### src/rtl/multicycle_control_fsm_if.sv
// Control-unit bus: instruction fields and run enable from the fetch side,
// per-state control word, status and retired-instruction count back to it.
//   master : drives en/opcode/funct, observes controls and status
//   slave  : the control FSM
interface multicycle_control_fsm_if #(
    parameter int unsigned CNT_W    = 16,
    parameter int unsigned ALU_OP_W = 4
);
    logic                en;
    logic [5:0]          opcode;
    logic [5:0]          funct;
    logic                IRWrite;
    logic                PCWrite;
    logic                Branch;
    logic                RegWrite;
    logic                MemRead;
    logic                MemWrite;
    logic                MemtoReg;
    logic                ALUSrc;
    logic                RegDst;
    logic                ext_zero;
    logic [ALU_OP_W-1:0] ALU_OP;
    logic                done;
    logic                illegal_instr;
    logic [3:0]          state;
    logic [CNT_W-1:0]    instr_count;

    modport master (
        output en, opcode, funct,
        input  IRWrite, PCWrite, Branch, RegWrite, MemRead, MemWrite, MemtoReg,
               ALUSrc, RegDst, ext_zero, ALU_OP, done, illegal_instr, state, instr_count
    );

    modport slave (
        input  en, opcode, funct,
        output IRWrite, PCWrite, Branch, RegWrite, MemRead, MemWrite, MemtoReg,
               ALUSrc, RegDst, ext_zero, ALU_OP, done, illegal_instr, state, instr_count
    );
endinterface

### src/rtl/multicycle_control_fsm.sv
// Multi-cycle MIPS control unit. Steps the shared datapath through
// fetch/decode/execute/memory/writeback one instruction at a time, emits a
// control word per state and counts retired instructions.
// Ports:
//   clk, rst_n : clock (rising edge), asynchronous active-low reset
//   bus.slave  : en/opcode/funct in; control word, done, illegal_instr,
//                state and instr_count out (all registered)
module multicycle_control_fsm #(
    parameter int unsigned CNT_W    = 16,
    parameter int unsigned ALU_OP_W = 4
) (
    input  logic                    clk,
    input  logic                    rst_n,
    multicycle_control_fsm_if.slave bus
);

    typedef enum logic [3:0] {
        S_IDLE      = 4'd0,
        S_FETCH     = 4'd1,
        S_DECODE    = 4'd2,
        S_MEM_ADDR  = 4'd3,
        S_MEM_READ  = 4'd4,
        S_MEM_WB    = 4'd5,
        S_MEM_WRITE = 4'd6,
        S_R_EXEC    = 4'd7,
        S_R_WB      = 4'd8,
        S_I_EXEC    = 4'd9,
        S_I_WB      = 4'd10,
        S_BRANCH    = 4'd11,
        S_ILLEGAL   = 4'd12
    } state_t;

    typedef struct packed {
        logic                ir_write;
        logic                pc_write;
        logic                branch;
        logic                reg_write;
        logic                mem_read;
        logic                mem_write;
        logic                mem_to_reg;
        logic                alu_src;
        logic                reg_dst;
        logic                ext_zero;
        logic [ALU_OP_W-1:0] alu_op;
        logic                done;
    } ctrl_t;

    localparam logic [5:0] OP_RTYPE = 6'b000000;
    localparam logic [5:0] OP_LW    = 6'b100011;
    localparam logic [5:0] OP_SW    = 6'b101011;
    localparam logic [5:0] OP_ADDI  = 6'b001000;
    localparam logic [5:0] OP_ANDI  = 6'b001100;
    localparam logic [5:0] OP_ORI   = 6'b001101;
    localparam logic [5:0] OP_BEQ   = 6'b000100;

    localparam logic [5:0] FN_ADD = 6'b100000;
    localparam logic [5:0] FN_SUB = 6'b100010;
    localparam logic [5:0] FN_AND = 6'b100100;
    localparam logic [5:0] FN_OR  = 6'b100101;
    localparam logic [5:0] FN_SLT = 6'b101010;

    localparam logic [ALU_OP_W-1:0] ALU_AND = ALU_OP_W'(4'b0000);
    localparam logic [ALU_OP_W-1:0] ALU_OR  = ALU_OP_W'(4'b0001);
    localparam logic [ALU_OP_W-1:0] ALU_ADD = ALU_OP_W'(4'b0010);
    localparam logic [ALU_OP_W-1:0] ALU_SUB = ALU_OP_W'(4'b0110);
    localparam logic [ALU_OP_W-1:0] ALU_SLT = ALU_OP_W'(4'b0111);

    state_t              state_q, state_d;
    logic [5:0]          op_q, op_d;
    logic [5:0]          funct_q, funct_d;
    logic                illegal_q, illegal_d;
    logic                retire;
    logic [CNT_W-1:0]    cnt_q;
    ctrl_t               ctrl_q, ctrl_d;

    // Post-decode state selected by the live instruction fields.
    function automatic state_t decode_next(input logic [5:0] op, input logic [5:0] fn);
        state_t s;
        s = S_ILLEGAL;
        case (op)
            OP_LW, OP_SW:             s = S_MEM_ADDR;
            OP_ADDI, OP_ANDI, OP_ORI: s = S_I_EXEC;
            OP_BEQ:                   s = S_BRANCH;
            OP_RTYPE: begin
                if (fn == FN_ADD || fn == FN_SUB || fn == FN_AND ||
                    fn == FN_OR  || fn == FN_SLT)
                    s = S_R_EXEC;
            end
            default:                  s = S_ILLEGAL;
        endcase
        return s;
    endfunction

    // Control word for a given state and latched instruction fields.
    function automatic ctrl_t ctrl_word(input state_t s, input logic [5:0] op,
                                        input logic [5:0] fn);
        ctrl_t c;
        c = '0;
        case (s)
            S_FETCH: begin
                c.ir_write = 1'b1;
                c.pc_write = 1'b1;
            end
            S_MEM_ADDR, S_MEM_READ, S_MEM_WB, S_MEM_WRITE: begin
                c.alu_src    = 1'b1;
                c.alu_op     = ALU_ADD;
                c.mem_read   = (s == S_MEM_READ) || (s == S_MEM_WB);
                c.mem_to_reg = (s == S_MEM_WB);
                c.reg_write  = (s == S_MEM_WB);
                c.mem_write  = (s == S_MEM_WRITE);
                c.done       = (s == S_MEM_WB) || (s == S_MEM_WRITE);
            end
            S_R_EXEC, S_R_WB: begin
                c.reg_dst = 1'b1;
                case (fn)
                    FN_SUB:  c.alu_op = ALU_SUB;
                    FN_AND:  c.alu_op = ALU_AND;
                    FN_OR:   c.alu_op = ALU_OR;
                    FN_SLT:  c.alu_op = ALU_SLT;
                    default: c.alu_op = ALU_ADD;
                endcase
                c.reg_write = (s == S_R_WB);
                c.done      = (s == S_R_WB);
            end
            S_I_EXEC, S_I_WB: begin
                c.alu_src = 1'b1;
                case (op)
                    OP_ANDI: c.alu_op = ALU_AND;
                    OP_ORI:  c.alu_op = ALU_OR;
                    default: c.alu_op = ALU_ADD;
                endcase
                c.ext_zero  = (op == OP_ANDI) || (op == OP_ORI);
                c.reg_write = (s == S_I_WB);
                c.done      = (s == S_I_WB);
            end
            S_BRANCH: begin
                c.alu_op = ALU_SUB;
                c.branch = 1'b1;
                c.done   = 1'b1;
            end
            default: c = '0;
        endcase
        return c;
    endfunction

    // Next state, field latch and next control word; outputs are registered
    // from the next state so they line up with the state they belong to.
    always_comb begin
        state_d = state_q;
        op_d    = op_q;
        funct_d = funct_q;
        retire  = 1'b0;
        case (state_q)
            S_IDLE:     state_d = bus.en ? S_FETCH : S_IDLE;
            S_FETCH:    state_d = S_DECODE;
            S_DECODE: begin
                op_d    = bus.opcode;
                funct_d = bus.funct;
                state_d = decode_next(bus.opcode, bus.funct);
            end
            S_MEM_ADDR: state_d = (op_q == OP_LW) ? S_MEM_READ : S_MEM_WRITE;
            S_MEM_READ: state_d = S_MEM_WB;
            S_R_EXEC:   state_d = S_R_WB;
            S_I_EXEC:   state_d = S_I_WB;
            S_MEM_WB, S_MEM_WRITE, S_R_WB, S_I_WB, S_BRANCH: begin
                retire  = 1'b1;
                state_d = bus.en ? S_FETCH : S_IDLE;
            end
            S_ILLEGAL:  state_d = S_ILLEGAL;
            default:    state_d = S_IDLE;
        endcase
        illegal_d = illegal_q | (state_d == S_ILLEGAL);
        ctrl_d    = ctrl_word(state_d, op_d, funct_d);
    end

    always_ff @(posedge clk or negedge rst_n) begin
        if (!rst_n) begin
            state_q   <= S_IDLE;
            op_q      <= '0;
            funct_q   <= '0;
            illegal_q <= 1'b0;
            cnt_q     <= '0;
            ctrl_q    <= '0;
        end else begin
            state_q   <= state_d;
            op_q      <= op_d;
            funct_q   <= funct_d;
            illegal_q <= illegal_d;
            ctrl_q    <= ctrl_d;
            if (retire)
                cnt_q <= cnt_q + CNT_W'(1);
        end
    end

    assign bus.IRWrite       = ctrl_q.ir_write;
    assign bus.PCWrite       = ctrl_q.pc_write;
    assign bus.Branch        = ctrl_q.branch;
    assign bus.RegWrite      = ctrl_q.reg_write;
    assign bus.MemRead       = ctrl_q.mem_read;
    assign bus.MemWrite      = ctrl_q.mem_write;
    assign bus.MemtoReg      = ctrl_q.mem_to_reg;
    assign bus.ALUSrc        = ctrl_q.alu_src;
    assign bus.RegDst        = ctrl_q.reg_dst;
    assign bus.ext_zero      = ctrl_q.ext_zero;
    assign bus.ALU_OP        = ctrl_q.alu_op;
    assign bus.done          = ctrl_q.done;
    assign bus.illegal_instr = illegal_q;
    assign bus.state         = state_q;
    assign bus.instr_count   = cnt_q;

endmodule
### src/flat_wrapper.sv
// flat-port wrapper written by rule: the top's interface ports become plain ports
module multicycle_control_fsm_flat 
#(
    parameter int unsigned CNT_W    = 16,
    parameter int unsigned ALU_OP_W = 4
)
  (clk, rst_n, bus_en, bus_opcode, bus_funct, bus_IRWrite, bus_PCWrite, bus_Branch, bus_RegWrite, bus_MemRead, bus_MemWrite, bus_MemtoReg, bus_ALUSrc, bus_RegDst, bus_ext_zero, bus_ALU_OP, bus_done, bus_illegal_instr, bus_state, bus_instr_count);
  multicycle_control_fsm_if #(.CNT_W(CNT_W), .ALU_OP_W(ALU_OP_W)) bus_i ();
  input  logic clk;
  input  logic rst_n;
  input wire logic [$bits(bus_i.en)-1:0] bus_en;
  input wire logic [$bits(bus_i.opcode)-1:0] bus_opcode;
  input wire logic [$bits(bus_i.funct)-1:0] bus_funct;
  output wire logic [$bits(bus_i.IRWrite)-1:0] bus_IRWrite;
  output wire logic [$bits(bus_i.PCWrite)-1:0] bus_PCWrite;
  output wire logic [$bits(bus_i.Branch)-1:0] bus_Branch;
  output wire logic [$bits(bus_i.RegWrite)-1:0] bus_RegWrite;
  output wire logic [$bits(bus_i.MemRead)-1:0] bus_MemRead;
  output wire logic [$bits(bus_i.MemWrite)-1:0] bus_MemWrite;
  output wire logic [$bits(bus_i.MemtoReg)-1:0] bus_MemtoReg;
  output wire logic [$bits(bus_i.ALUSrc)-1:0] bus_ALUSrc;
  output wire logic [$bits(bus_i.RegDst)-1:0] bus_RegDst;
  output wire logic [$bits(bus_i.ext_zero)-1:0] bus_ext_zero;
  output wire logic [$bits(bus_i.ALU_OP)-1:0] bus_ALU_OP;
  output wire logic [$bits(bus_i.done)-1:0] bus_done;
  output wire logic [$bits(bus_i.illegal_instr)-1:0] bus_illegal_instr;
  output wire logic [$bits(bus_i.state)-1:0] bus_state;
  output wire logic [$bits(bus_i.instr_count)-1:0] bus_instr_count;
  assign bus_i.en = bus_en;
  assign bus_i.opcode = bus_opcode;
  assign bus_i.funct = bus_funct;
  assign bus_IRWrite = bus_i.IRWrite;
  assign bus_PCWrite = bus_i.PCWrite;
  assign bus_Branch = bus_i.Branch;
  assign bus_RegWrite = bus_i.RegWrite;
  assign bus_MemRead = bus_i.MemRead;
  assign bus_MemWrite = bus_i.MemWrite;
  assign bus_MemtoReg = bus_i.MemtoReg;
  assign bus_ALUSrc = bus_i.ALUSrc;
  assign bus_RegDst = bus_i.RegDst;
  assign bus_ext_zero = bus_i.ext_zero;
  assign bus_ALU_OP = bus_i.ALU_OP;
  assign bus_done = bus_i.done;
  assign bus_illegal_instr = bus_i.illegal_instr;
  assign bus_state = bus_i.state;
  assign bus_instr_count = bus_i.instr_count;
  multicycle_control_fsm #(.CNT_W(CNT_W), .ALU_OP_W(ALU_OP_W)) u_core (.clk(clk), .rst_n(rst_n), .bus(bus_i));
endmodule
### config.mk
export PLATFORM = sky130hd
export DESIGN_NAME = multicycle_control_fsm_flat
export DESIGN_NICKNAME = d
export VERILOG_FILES = /design/src/rtl/multicycle_control_fsm_if.sv /design/src/rtl/multicycle_control_fsm.sv /design/src/flat_wrapper.sv
export SDC_FILE = /design/constraint.sdc
export NUM_CORES = 1
export LEC_CHECK = 0
export ABC_CLOCK_PERIOD_IN_PS = 2470
export CAP_MARGIN = 30
export CORE_UTILIZATION = 50
export CTS_BUF_LIST = sky130_fd_sc_hd__clkbuf_16
export CTS_CLUSTER_DIAMETER = 200
export DETAILED_ROUTE_END_ITERATION = 8
export HOLD_SLACK_MARGIN = 0.03
export PLACE_DENSITY = 0.75
export SYNTH_ARGS = -nofsm -noshare
export SYNTH_HDL_FRONTEND = slang
export SYNTH_SLANG_ARGS = --single-unit
### constraint.sdc
create_clock -name clk -period 2.47 [get_ports clk]
set_input_delay 0.247 -clock clk [delete_from_list [all_inputs] [get_ports clk]]
set_output_delay 0.247 -clock clk [all_outputs]
set_load 0.03 [all_outputs]
== After elaboration in Yosys (flattened, before gate mapping) ==
Cells that the tools add are included.

* Add/sub/neg operators: 1
* Equality and inequality tests: 41
* Mux-type cells: 18
* Bitwise logic cells: 1
* Reduce and logical (&&, ||, !) cells: 17

{| class="wikitable"
|+ Operator list
! cell !! number
|-
| $eq A6 B6 Y1 const B || 12
|-
| $eq A4 B4 Y1 const B || 10
|-
| $eq A4 B3 Y1 const B || 8
|-
| $pmux W4 S4 || 2
|-
| $pmux W4 S8 || 1
|-
| $eq A6 B4 Y1 const B || 5
|-
| $add A16 B1 Y16 const B || 1
|-
| $eq A4 B2 Y1 const B || 3
|-
| $mux W6 || 2
|-
| $pmux W3 S4 || 1
|-
| $reduce_or A6 Y1 || 2
|-
| $eq A4 B1 Y1 const B || 2
|-
| $logic_or A1 B1 Y1 || 7
|-
| $eq A6 B3 Y1 const B || 1
|-
| $logic_not A6 Y1 || 1
|-
| $mux W1 || 6
|-
| $reduce_or A2 Y1 || 3
|-
| $reduce_or A5 Y1 || 1
|-
| $logic_not A4 Y1 || 1
|-
| $mux W2 || 2
|-
| $mux W4 || 1
|-
| $pmux W2 S2 || 1
|-
| $reduce_or A4 Y1 || 1
|-
| $mux W3 || 1
|-
| 3 further kinds || 3
|}

* Bits in registers: 47
* Bits of input ports: 15
* Word-level logic and storage cells: 95

== Depth between registers and ports, before layout ==
* Word-level depth: 11
* Depth in mapped cells: 7
* Gate-level depth less buffers: 6

== Worst setup path after synthesis ==
OpenSTA, ideal clock, no wires.

* Path kind: register to register
* From: reg u_core.state_q[3], in the netlist u_core.bus.state[3]
* To: reg u_core.ctrl_q, in the netlist u_core.bus.ALU_OP[1]
* Library setup time: 140 ps
* Arrival: 2113 ps
* Required time: 2330 ps
* Path slack: 217 ps
* Cell stages (with the launch flop): 8
* Clock period less this slack: 2253 ps
* Cell sequence: dfrtp_1 > buf_2 > nor3b_1 > nand2_1 > o32a_1 > and3_1 > a211oi_1 > o211ai_1

{| class="wikitable"
|+ RTL lines
! item !! RTL line !! RTL
|-
| start, declared || multicycle_control_fsm.sv:68 || <nowiki>state_t state_q, state_d;</nowiki>
|-
| start signal, assigned || multicycle_control_fsm.sv:185 || <nowiki>state_q <= state_d;</nowiki>
|-
| end signal, assigned || multicycle_control_fsm.sv:189 || <nowiki>ctrl_q <= ctrl_d;</nowiki>
|-
| end, declared || multicycle_control_fsm.sv:74 || <nowiki>ctrl_t ctrl_q, ctrl_d;</nowiki>
|}

==> results_dict.tcl <==
set metrics [dict create \
    status "finished, final reports clean" \
    cp_slowest_cell "or4_4" \
    cpPeakStageDelay_ps 550 \
    synth_area_um2 2327 \
    grt_remaining_overflow 0 \
    finalSetupViolations 0 \
    grt_pass1_wl_mm 8.666 \
    initial_core_util 0.5272 \
    synth_most_common_cell "dfrtp_1" \
    seqPwrFrac 0.337 \
    switching_share 0.3994 \
    io_buffer_count 49 \
    dp_hpwl_mm 3.907 \
    power.internal_uw 2126 \
    hold_viol 0 \
    syn_avg_cell_area_um2 9.988 \
    cts.htree.levels 2 \
    synth-edff-count 0 \
    finalCritPeriodShare 0.9404 \
    drtIter0Drc 88 \
    whs_ps 473.9 \
    fmax_mhz 430.5 \
    power_density_nw_per_um2 1125 \
    synth_nets 249 \
    tightest_slew_ps 580.2 \
    synth.distinct_cells 58 \
    postCtsResizedCells 0 \
    min-delay-path-class "reg2reg" \
    pwr-share-clk 0.184 \
    p_comb_frac 0.479 \
    pre_cts_slack_ps -111.2 \
    syn_inst 233 \
    ios 51 \
    relSlewSlack 0.6099 \
    grt_usage 0.2269 \
    yosys_warnings 0 \
    vias_per_cell 5.393 \
    rsz0062_at_grt "no" \
    cts.sinks 46 \
    drtAntennaViolNets 0 \
    synth_common_cells "46 x dfrtp_1, 44 x nand2_1, 19 x nor2_1" \
    ctsLongestPathBuffers 2 \
    post-cts-setup-buffers 0 \
    cp.required_ps 2620 \
    antenna_found_initial 0 \
    vias 1920 \
    final.fill_count 345 \
    clk_pin_slew_ps 60 \
    numCtsBuffers 5 \
    root_buffer "clkbuf_16" \
    multi_input_area_um2 1112 \
    path_cells "clkdlybuf4s50_1 -> or4_4 -> or2_0 -> o32a_1 -> and3_1 -> a211oi_1 -> o211ai_1" \
    ys_ff_latch 46 \
    grt_max_degree 27 \
    path_delay_family "simple AND/OR/NAND/NOR gates" \
    synth_top_cell_by_area "dfrtp_1" \
    clk_latency_ps 290 \
    fp.coreArea_um2 4414 \
    wl_mm 5.142 \
    die_area_um2 4932 \
    routedWlPerCell_um 14.44 \
    cp_num_buf_inv 1 \
    tritoncts "yes" \
    endpoint_kind "register" \
    dr.pass1.iters 4 \
    min_period_ps 2323 \
    grt_pass1_vias 1777 \
    clock_skew_ps 4.313 \
    synth-async-reset-ratio 1.000 \
    seq_area_frac_synth 0.4946 \
    crit_fanout 3 \
    setup_slack_ps 147.3 \
    synth_flop_cell "dfrtp_1" \
    total_leakage_power_uw 0.001441 \
    power.switching_uw 1414 \
    nNetsFinal 319 \
    yosys.area.top_type_share 0.4946 \
    die_w_um 70.23 \
    vdd_ir_drop_max_mv 0.4999 \
    n_antenna_cell 0 \
    place_congestion 0.8155 \
    cts_hold_buf 1 \
    maxCapViolations 0 \
    syn_to_final_growth_pct 35.22 \
    arrival_ps 2470 \
    die_h_um 70.23 \
    seqCellArea_um2 1151 \
    cp-start-kind "input port" \
    drive_gt1_frac 0.1382 \
    critical_path_class "in2reg" \
    drv_slew 0 \
    drcViolationCount 0 \
    rows 24 \
    synth_area_leaders "dfrtp_1 49%, nand2_1 7.1%, xnor2_1 3.4%" \
]
cells in the final DEF (no fill, tap or decap), types with 4 or more instances in the layout:
cell type	netlist	routed
a21oi_1	6	6
buf_4	2	21
clkbuf_16	0	5
clkdlybuf4s50_1	0	48
dfrtp_1	46	46
inv_1	6	7
nand2_1	44	44
nand2b_1	6	6
nand3_1	8	8
nor2_1	19	19
nor3_1	4	4
nor3b_1	5	5
xnor2_1	9	9
xor2_1	6	6
final cells by class:
cell class,count,share of cell area
Multi-Input combinational cell,173,0.3535
Inverter,6,0.007157
Clock inverter,3,0.005567
Clock buffer,5,0.03976
Sequential cell,46,0.3658
Timing Repair Buffer,71,0.2076
Tap cell,52,0.02068
power groups by stage:
stage	Combinational, uW	Sequential (uW)	Clock, uW
floorplan	859	1400	0
detailed placement	1690	1200	0
global placement	1660	1200	0
global route	1830	1220	702
finish	1700	1190	650
CTS	1700	1190	666
per-layer routing:
metal | up-vias | wire (um) | GRT usage
li1 | 960 | - | -
met1 | 908 | 2472 | 0.3238
met2 | 46 | 2427 | 0.3503
met3 | 6 | 169 | 0.04185
met4 | 0 | 72 | 0.07333
met5 | - | 0 | 0
path summary, 6_finish.rpt:
kind | start | end | slack, ps | cells past startpoint
min reg2reg | u_core.funct_q[5] | u_core.funct_q[5] | 470 | 2
max in group asynchronous | rst_n | u_core.bus.RegWrite | 1400 | 3
min | u_core.funct_q[5] | u_core.funct_q[5] | 470 | 2
max | bus_opcode[1] | u_core.bus.ALU_OP[1] | 150 | 7
max reg2reg | u_core.bus.state[0] | u_core.bus.ALU_OP[1] | 260 | 5
min in group asynchronous | rst_n | u_core.bus.instr_count[11] | 490 | 2
state kept, by name, summed over array words and instances, names as in the netlist:
name and cells:
u_core.bus.RegWrite 1, u_core.bus.MemWrite 1, u_core.bus.MemRead 1, u_core.bus.IRWrite 1, u_core.bus.illegal_instr 1, u_core.bus.done 1, u_core.bus.instr_count 16, u_core.bus.Branch 1
u_core.bus.ALUSrc 1, u_core.bus.ALU_OP 3, u_core.op_q 6, u_core.bus.MemtoReg 1, u_core.bus.state 4, u_core.funct_q 6, u_core.bus.ext_zero 1, u_core.bus.RegDst 1
worst register-to-register path, cell delays in order (launching register included):
cell,delay [ps]
dfrtp_1,560
nor4b_4,630
o221a_4,330
o21bai_2,110
or3b_1,400
o211ai_1,90
per-stage QoR:
step | util | total power [uW] | area, um^2 | TNS, ps | std cells
after floorplan | - | 2262 | 2327 | 0 | 233
after global placement | 0.6783 | 2858 | 2994 | -25.73 | 347
after detailed placement | 0.6783 | 2893 | 2994 | -262.5 | 347
after CTS | 0.7129 | 3560 | 3147 | 0 | 356
after global routing | 0.7129 | 3759 | 3147 | 0 | 356
final | 0.7129 | 3540 | 3147 | 0 | 356
cell families after synthesis:
family | synth area share
simple gates | 0.2694
flops | 0.4946
compound gates | 0.1226
xor+xnor | 0.05645
buf+inv | 0.02741
mux | 0.02258
fa+ha+maj | 0.005375
other cells | 0.001611
(Power assumes the default switching activity.)
